==> config.mk <==
export PLATFORM = sky130hd
export DESIGN_NAME = uart_rx_ctrl
export DESIGN_NICKNAME = d
export VERILOG_FILES = /design/src/rtl/uart_pkg.sv /design/src/rtl/fifo_sync.sv /design/src/rtl/uart_rx_ctrl.sv
export SDC_FILE = /design/constraint.sdc
export NUM_CORES = 1
export LEC_CHECK = 0
export ABC_AREA = 0
export BUFFER_PORTS_ARGS = -buffer_cell sky130_fd_sc_hd__buf_2
export CORE_MARGIN = 4
export CORE_UTILIZATION = 45
export CTS_CLUSTER_DIAMETER = 80
export DETAILED_ROUTE_END_ITERATION = 12
export PLACE_DENSITY = 0.72
export SYNTH_ARGS = -nofsm -noshare
export SYNTH_HDL_FRONTEND = slang
export SYNTH_SLANG_ARGS = --single-unit
export TNS_END_PERCENT = 10
==> constraint.sdc <==
create_clock -name Clk -period 3.3 [get_ports Clk]
set_clock_uncertainty 0.1 [all_clocks]
set_input_delay 0.66 -clock Clk [delete_from_list [all_inputs] [get_ports Clk]]
set_output_delay 0.66 -clock Clk [all_outputs]
set_load 0.1 [all_outputs]
==> src/rtl/uart_pkg.sv <==
// -----------------------------------------------------------------------------
// uart_pkg
// Shared definitions for the serial-port blocks (uart_rx, uart_tx,
// uart_rx_ctrl):
//   - bit_cycles()     : system clocks per line bit (integer division)
//   - timeout_cycles() : idle timeout in system clocks
//   - rx_ctrl_state_t  : state of the receive-side idle-timeout FSM
// -----------------------------------------------------------------------------
package uart_pkg;

   typedef enum logic [1:0] {
      IDLE    = 2'd0,   // nothing pending, timeout counter parked at 0
      ARMED   = 2'd1,   // data pending, counting idle clocks
      TIMEOUT = 2'd2    // interrupt raised, waiting for new data or a drain
   } rx_ctrl_state_t;

   // System clocks per bit on the line. Truncating division is intentional:
   // the receiver and transmitter must agree on the same rounding.
   function automatic int unsigned bit_cycles(input int unsigned freq_clk,
                                              input int unsigned speed);
      return freq_clk / speed;
   endfunction

   // Idle timeout expressed in system clocks.
   function automatic int unsigned timeout_cycles(input int unsigned freq_clk,
                                                  input int unsigned speed,
                                                  input int unsigned bits);
      return bits * bit_cycles(freq_clk, speed);
   endfunction

endpackage

==> src/rtl/fifo_sync.sv <==
// -----------------------------------------------------------------------------
// fifo_sync
// Generic single-clock first-word-fall-through FIFO. The head entry is always
// presented on Rd_Data; Rd_En consumes it.
//
// Ports:
//   Clk, Rst_n : clock, asynchronous active-low reset
//   Wr_Data    : data to write
//   Wr_En      : write request; accepted when not full, or when a read
//                happens in the same cycle
//   Rd_En      : read request; takes effect only when not empty
//   Rd_Data    : head entry (decoded from registered storage)
//   Count      : number of entries held
//   Full       : Count == DEPTH
//   Empty      : Count == 0
//   Drop       : Wr_En refused this cycle (full and no read)
//
// DEPTH must be a power of two so the pointers wrap naturally.
// -----------------------------------------------------------------------------
module fifo_sync #(
   parameter int DATA_W = 8,
   parameter int DEPTH  = 16
) (
   input  logic                           Clk,
   input  logic                           Rst_n,
   input  logic [DATA_W-1:0]              Wr_Data,
   input  logic                           Wr_En,
   input  logic                           Rd_En,
   output logic [DATA_W-1:0]              Rd_Data,
   output logic [$clog2(DEPTH+1)-1:0]     Count,
   output logic                           Full,
   output logic                           Empty,
   output logic                           Drop
);

   localparam int PTR_W = $clog2(DEPTH);
   localparam int CNT_W = $clog2(DEPTH+1);

   logic [DATA_W-1:0] mem [DEPTH];
   logic [PTR_W-1:0]  wr_ptr;
   logic [PTR_W-1:0]  rd_ptr;
   logic [CNT_W-1:0]  count;
   logic              push;
   logic              pop;

   assign Empty   = (count == '0);
   assign Full    = (count == CNT_W'(DEPTH));
   assign Count   = count;
   assign Rd_Data = mem[rd_ptr];

   // A read frees the slot the write needs, so a full FIFO still accepts
   // data when it is being read in the same cycle.
   assign pop  = Rd_En && !Empty;
   assign push = Wr_En && (!Full || pop);
   assign Drop = Wr_En && Full && !pop;

   always_ff @(posedge Clk or negedge Rst_n) begin
      if (!Rst_n) begin
         wr_ptr <= '0;
         rd_ptr <= '0;
         count  <= '0;
      end else begin
         if (push) wr_ptr <= wr_ptr + PTR_W'(1);
         if (pop)  rd_ptr <= rd_ptr + PTR_W'(1);
         case ({push, pop})
            2'b10:   count <= count + CNT_W'(1);
            2'b01:   count <= count - CNT_W'(1);
            default: count <= count;
         endcase
      end
   end

   // Storage is reset so the head reads as zero out of reset.
   always_ff @(posedge Clk or negedge Rst_n) begin
      if (!Rst_n) begin
         for (int i = 0; i < DEPTH; i++) mem[i] <= '0;
      end else if (push) begin
         mem[wr_ptr] <= Wr_Data;
      end
   end

endmodule

==> src/rtl/uart_rx_ctrl.sv <==
// -----------------------------------------------------------------------------
// uart_rx_ctrl
// Receive-side controller: buffers bytes from uart_rx in a FIFO, hands them
// out on a valid/ready port, flags dropped bytes and raises an idle-line
// timeout interrupt when bytes sit unread after the line goes quiet.
//
// Output handshake: a byte transfers on every Clk edge where Out_Valid and
// Out_Ready are both high. Out_Valid never depends combinationally on
// Out_Ready, and Out_Data holds steady while Out_Valid=1 and Out_Ready=0.
//
// Ports:
//   Clk, Rst_n  : clock, asynchronous active-low reset
//   RX_Data     : byte from uart_rx, sampled when RX_Valid is high
//   RX_Valid    : one-cycle "byte complete" pulse from uart_rx
//   Out_Data    : FIFO head (first-word fall-through)
//   Out_Valid   : FIFO non-empty
//   Out_Ready   : consumer accepts Out_Data
//   Count       : entries held
//   Full        : Count == FIFO_DEPTH
//   Overflow    : sticky, a byte was dropped
//   Timeout_Irq : sticky, idle timeout with data pending
//   Clr_Flags   : pulse clearing Overflow and Timeout_Irq (a set wins)
//   Dbg_State   : current timeout FSM state, for observation only
// -----------------------------------------------------------------------------
module uart_rx_ctrl
   import uart_pkg::*;
#(
   parameter int FREQ_CLK     = 100000000,
   parameter int TX_SPEED     = 115200,
   parameter int FIFO_DEPTH   = 16,
   parameter int TIMEOUT_BITS = 40
) (
   input  logic                              Clk,
   input  logic                              Rst_n,
   input  logic [7:0]                        RX_Data,
   input  logic                              RX_Valid,
   output logic [7:0]                        Out_Data,
   output logic                              Out_Valid,
   input  logic                              Out_Ready,
   output logic [$clog2(FIFO_DEPTH+1)-1:0]   Count,
   output logic                              Full,
   output logic                              Overflow,
   output logic                              Timeout_Irq,
   input  logic                              Clr_Flags,
   output logic [1:0]                        Dbg_State
);

   localparam int unsigned TO_CYCLES =
      timeout_cycles(FREQ_CLK, TX_SPEED, TIMEOUT_BITS);
   localparam int TO_W = $clog2(TO_CYCLES + 1);
   localparam logic [TO_W-1:0] TO_LAST = TO_W'(TO_CYCLES - 1);

   logic              fifo_empty;
   logic              fifo_drop;
   rx_ctrl_state_t    state;
   logic [TO_W-1:0]   to_cnt;
   logic              overflow;
   logic              timeout_irq;

   fifo_sync #(
      .DATA_W (8),
      .DEPTH  (FIFO_DEPTH)
   ) u_fifo (
      .Clk     (Clk),
      .Rst_n   (Rst_n),
      .Wr_Data (RX_Data),
      .Wr_En   (RX_Valid),
      .Rd_En   (Out_Ready),
      .Rd_Data (Out_Data),
      .Count   (Count),
      .Full    (Full),
      .Empty   (fifo_empty),
      .Drop    (fifo_drop)
   );

   assign Out_Valid   = !fifo_empty;
   assign Overflow    = overflow;
   assign Timeout_Irq = timeout_irq;
   assign Dbg_State   = state;

   always_ff @(posedge Clk or negedge Rst_n) begin
      if (!Rst_n) begin
         overflow <= 1'b0;
      end else if (fifo_drop) begin
         overflow <= 1'b1;
      end else if (Clr_Flags) begin
         overflow <= 1'b0;
      end
   end

   // Idle timeout. A new byte always restarts the count, even one that was
   // dropped; draining to empty parks the FSM. The empty test uses the
   // pre-edge fill level, so a byte popped on the expiry edge still counts
   // as pending.
   always_ff @(posedge Clk or negedge Rst_n) begin
      if (!Rst_n) begin
         state       <= IDLE;
         to_cnt      <= '0;
         timeout_irq <= 1'b0;
      end else begin
         // A set below overrides this clear in the same cycle.
         if (Clr_Flags) timeout_irq <= 1'b0;

         unique case (state)
            IDLE: begin
               to_cnt <= '0;
               if (RX_Valid) state <= ARMED;
            end
            ARMED: begin
               if (RX_Valid) begin
                  to_cnt <= '0;
               end else if (fifo_empty) begin
                  state  <= IDLE;
                  to_cnt <= '0;
               end else if (to_cnt == TO_LAST) begin
                  timeout_irq <= 1'b1;
                  state       <= TIMEOUT;
               end else begin
                  to_cnt <= to_cnt + TO_W'(1);
               end
            end
            TIMEOUT: begin
               if (RX_Valid) begin
                  state  <= ARMED;
                  to_cnt <= '0;
               end else if (fifo_empty) begin
                  state  <= IDLE;
                  to_cnt <= '0;
               end
            end
            default: begin
               state  <= IDLE;
               to_cnt <= '0;
            end
         endcase
      end
   end

endmodule

==> results.toml <==
[status]
status = "finished clean"

[global_routing]
grt_pass1_vias = 5140
grt_max_degree = 73
grt_usage_pct = 18.0
gr-total-overflow = 0
grt_first_pass_wirelength_mm = 28.3
grt_antenna_before_repair = 0

[synthesis]
netlist-cell-type-count = 52
ys.flop_type = "dfrtp_1"
synth_xor_xnor_area_share_pct = 1.64
ys_ff_latch = 161
synth_top_family_by_area = "multiplexers"
synth_mux_area_share_pct = 32.3
synth_compound_area_share_pct = 4.22
synth_edf_count = 0
syn_area_um2 = 8000
synthAdderAreaFrac_pct = 1.25
avgSynthCellArea_um2 = 14.4
postSynthCellCount = 555
seq_area_frac_synth_pct = 50.4
yosysWarnings = 0
synthSimpleGateAreaFrac_pct = 7.10
synth_nets = 576
async_flop_share_pct = 100

[timing]
timing.slew.headroom_pct = 54.9
fin_tns_setup_ns = 0
rsz0062_at_grt = "no"
timing.final.crit_share_pct = 96.7
final_max_slew_viol_count = 0
setup_viol = 0
finalHoldViolCount = 0
fin_crit_ns = 3.19
max_freq_ghz = 0.313
tightestPinTransition_ns = 0.676

[layout]
n_antenna_cell = 0
layout_common_cells = "dfrtp_1 (159), mux2_2 (84), mux2_4 (48)"
syn_to_final_growth_pct = 12.0
final_nets = 599
layout_commonest_cell = "dfrtp_1"
postLayoutCoreUtil_pct = 51.6
instances_no_fill = 816
fill_cells = 1390
drive_above_1_share_pct = 44.5

[cts]
clock_path_buffers = 2
clk_pin_slew_worst_paths_ns = 0.06
cts_buffers = 17
cts_tree = "done"
cts_num_sinks = 161
clk_latency_ns = 0.42
post-cts-setup-buffers = 0
cts_resized = 0
cts_root_buf = "clkbuf_16"
cts-htree-levels = 4
hold_buffers = 0

[flow_run]
cap_violations = 0

[critical_path]
crit_path_frequent_cell = "mux4_2"
critPathLaunchType = "flop"
crit_buf_inv = 2
required_ns = 2.54
slowest_delay_ns = 0.58
arrival_ns = 2.43
path_class = "reg2out"
slowest_stage = "mux4_2"
crit_chain = "buf_12 -> mux4_2 -> mux4_2 -> buf_2"
endpoint_kind = "primary output"
path_delay_family = "multiplexers"
crit_path_max_fanout = 26

[floorplan]
rows = 48
die_h_um = 141
ios = 32
start_util_pct = 46.1
die-area_um2 = 20000
core-area_um2 = 17400
fp.dieW_um = 141

[power_and_ir_drop]
leakagePower_uw = 0.00390
p_per_area_nw_per_um2 = 1130
ir_worst_vdd_v = 0.000863

[place]
port_buffers = 31
dpl.hpwl_mm = 10.9
dp_cells = 784
gp_congestion = 0.798

[detailed_routing]
vias_per_cell = 5.87
first_pass_iters = 5
drt_iter0_drc = 349
vias = 4791
antenna_left = 0
wl_per_cell_um = 20.6
wirelength_mm = 16.8
drc = 0

[min_path]
hold_path_class = "in2async"
final cells by class:
| type | instances | area (µm²) | share of cell area, % |
|---|---|---|---|
| Clock buffer | 22 | 454 | 5.07 |
| Clock inverter | 10 | 124 | 1.38 |
| Inverter | 9 | 33.8 | 0.377 |
| Multi-Input combinational cell | 343 | 3720 | 41.6 |
| Sequential cell | 161 | 4030 | 45.0 |
| Tap cell | 225 | 282 | 3.14 |
| Timing Repair Buffer | 46 | 312 | 3.48 |
final timing paths:
path / from / end / slack [ns] / cells after the start
worst max register to register: u_fifo.Count[1] / u_fifo.Count[4] / 0.42 / 10
min in group Clk: Clr_Flags / Timeout_Irq / 0.34 / 2
worst min register to register: to_cnt[10] / to_cnt[10] / 0.38 / 1
worst min-delay path: Rst_n / u_fifo.mem[3] / 0.13 / 1
max in group asynchronous: Rst_n / u_fifo.Count[2] / 2.18 / 2
worst max-delay path: u_fifo.rd_ptr[0] / Out_Data[6] / 0.11 / 4
sequential cells by signal (all words and copies together), names as in the netlist:
| register | cells |
|---|---|
| Dbg_State | 2 |
| to_cnt | 16 |
| u_fifo.mem | 128 |
| u_fifo.rd_ptr | 4 |
| u_fifo.Count | 5 |
| u_fifo.wr_ptr | 4 |
| Timeout_Irq | 1 |
| Overflow | 1 |
worst reg2reg max path, stage by stage (launching register included):
cell and delay [ns]:
dfrtp_1 0.52, or4_4 0.63, o21ai_1 0.19, nor2_1 0.11, xor2_1 0.17, ha_1 0.23
or3_1 0.31, a21oi_1 0.20, a22oi_1 0.12, nand2_1 0.09, o31ai_1 0.07
cells by family after synthesis:
family | Yosys count
DFF | 161
muxes | 174
adders and majority gates | 8
AOI/OAI and AO/OA | 57
and+or+nand+nor | 89
xor gates and xnor gates | 15
buffers and inverters | 51
synth_stat cells (4+ instances only):
| master | number | share of area [%] |
|---|---|---|
| and2_1 | 7 | 0.55 |
| a21oi_1 | 13 | 0.81 |
| nand4_1 | 8 | 0.63 |
| mux4_2 | 40 | 11 |
| o21ai_0 | 21 | 1.3 |
| buf_1 | 6 | 0.28 |
| nor2_1 | 8 | 0.38 |
| clkbuf_1 | 26 | 1.2 |
| nor2b_1 | 4 | 0.31 |
| buf_6 | 7 | 0.99 |
| and4_1 | 4 | 0.44 |
| a31oi_1 | 5 | 0.39 |
| xor2_1 | 6 | 0.66 |
| xnor2_1 | 9 | 0.99 |
| nand3_1 | 13 | 0.81 |
| and3_1 | 7 | 0.55 |
| nand2_1 | 12 | 0.56 |
| mux2_4 | 48 | 9.0 |
| mux2_2 | 84 | 12 |
| ha_1 | 8 | 1.3 |
| o31ai_1 | 5 | 0.47 |
| dfrtp_1 | 161 | 50 |
| inv_1 | 8 | 0.38 |
routing by layer:
metal | up-vias | GRT usage (%) | routed length, µm
li1 | 2132 | - | -
met1 | 2541 | 25.0 | 7560
met2 | 100 | 29.3 | 8520
met3 | 18 | 2.76 | 545
met4 | 0 | 5.76 | 217
met5 | - | 0 | 0
metrics by stage:
step / setup WS [ns] / total power, µW / hold WS, ns / cell area, µm²
finish: 0.109 / 10100 / 0.128 / 8960
global placement: 0.535 / 8000 / 0.357 / 8380
CTS: 0.0917 / 10100 / 0.168 / 8960
floorplan: 0.0196 / 7190 / 0.264 / 8000
detailed placement: 0.470 / 8140 / 0.370 / 8380
global route: 0.0493 / 10600 / 0.188 / 8960
power by group:
part / switching, µW / leakage (µW) / internal, µW
sequential: 628 / 0.00201 / 2830
combinational: 2620 / 0.00161 / 2080
clock: 793 / 0.000281 / 1150
total: 4040 / 0.00390 / 6050
No activity file was read; power rests on OpenSTA's default activity.
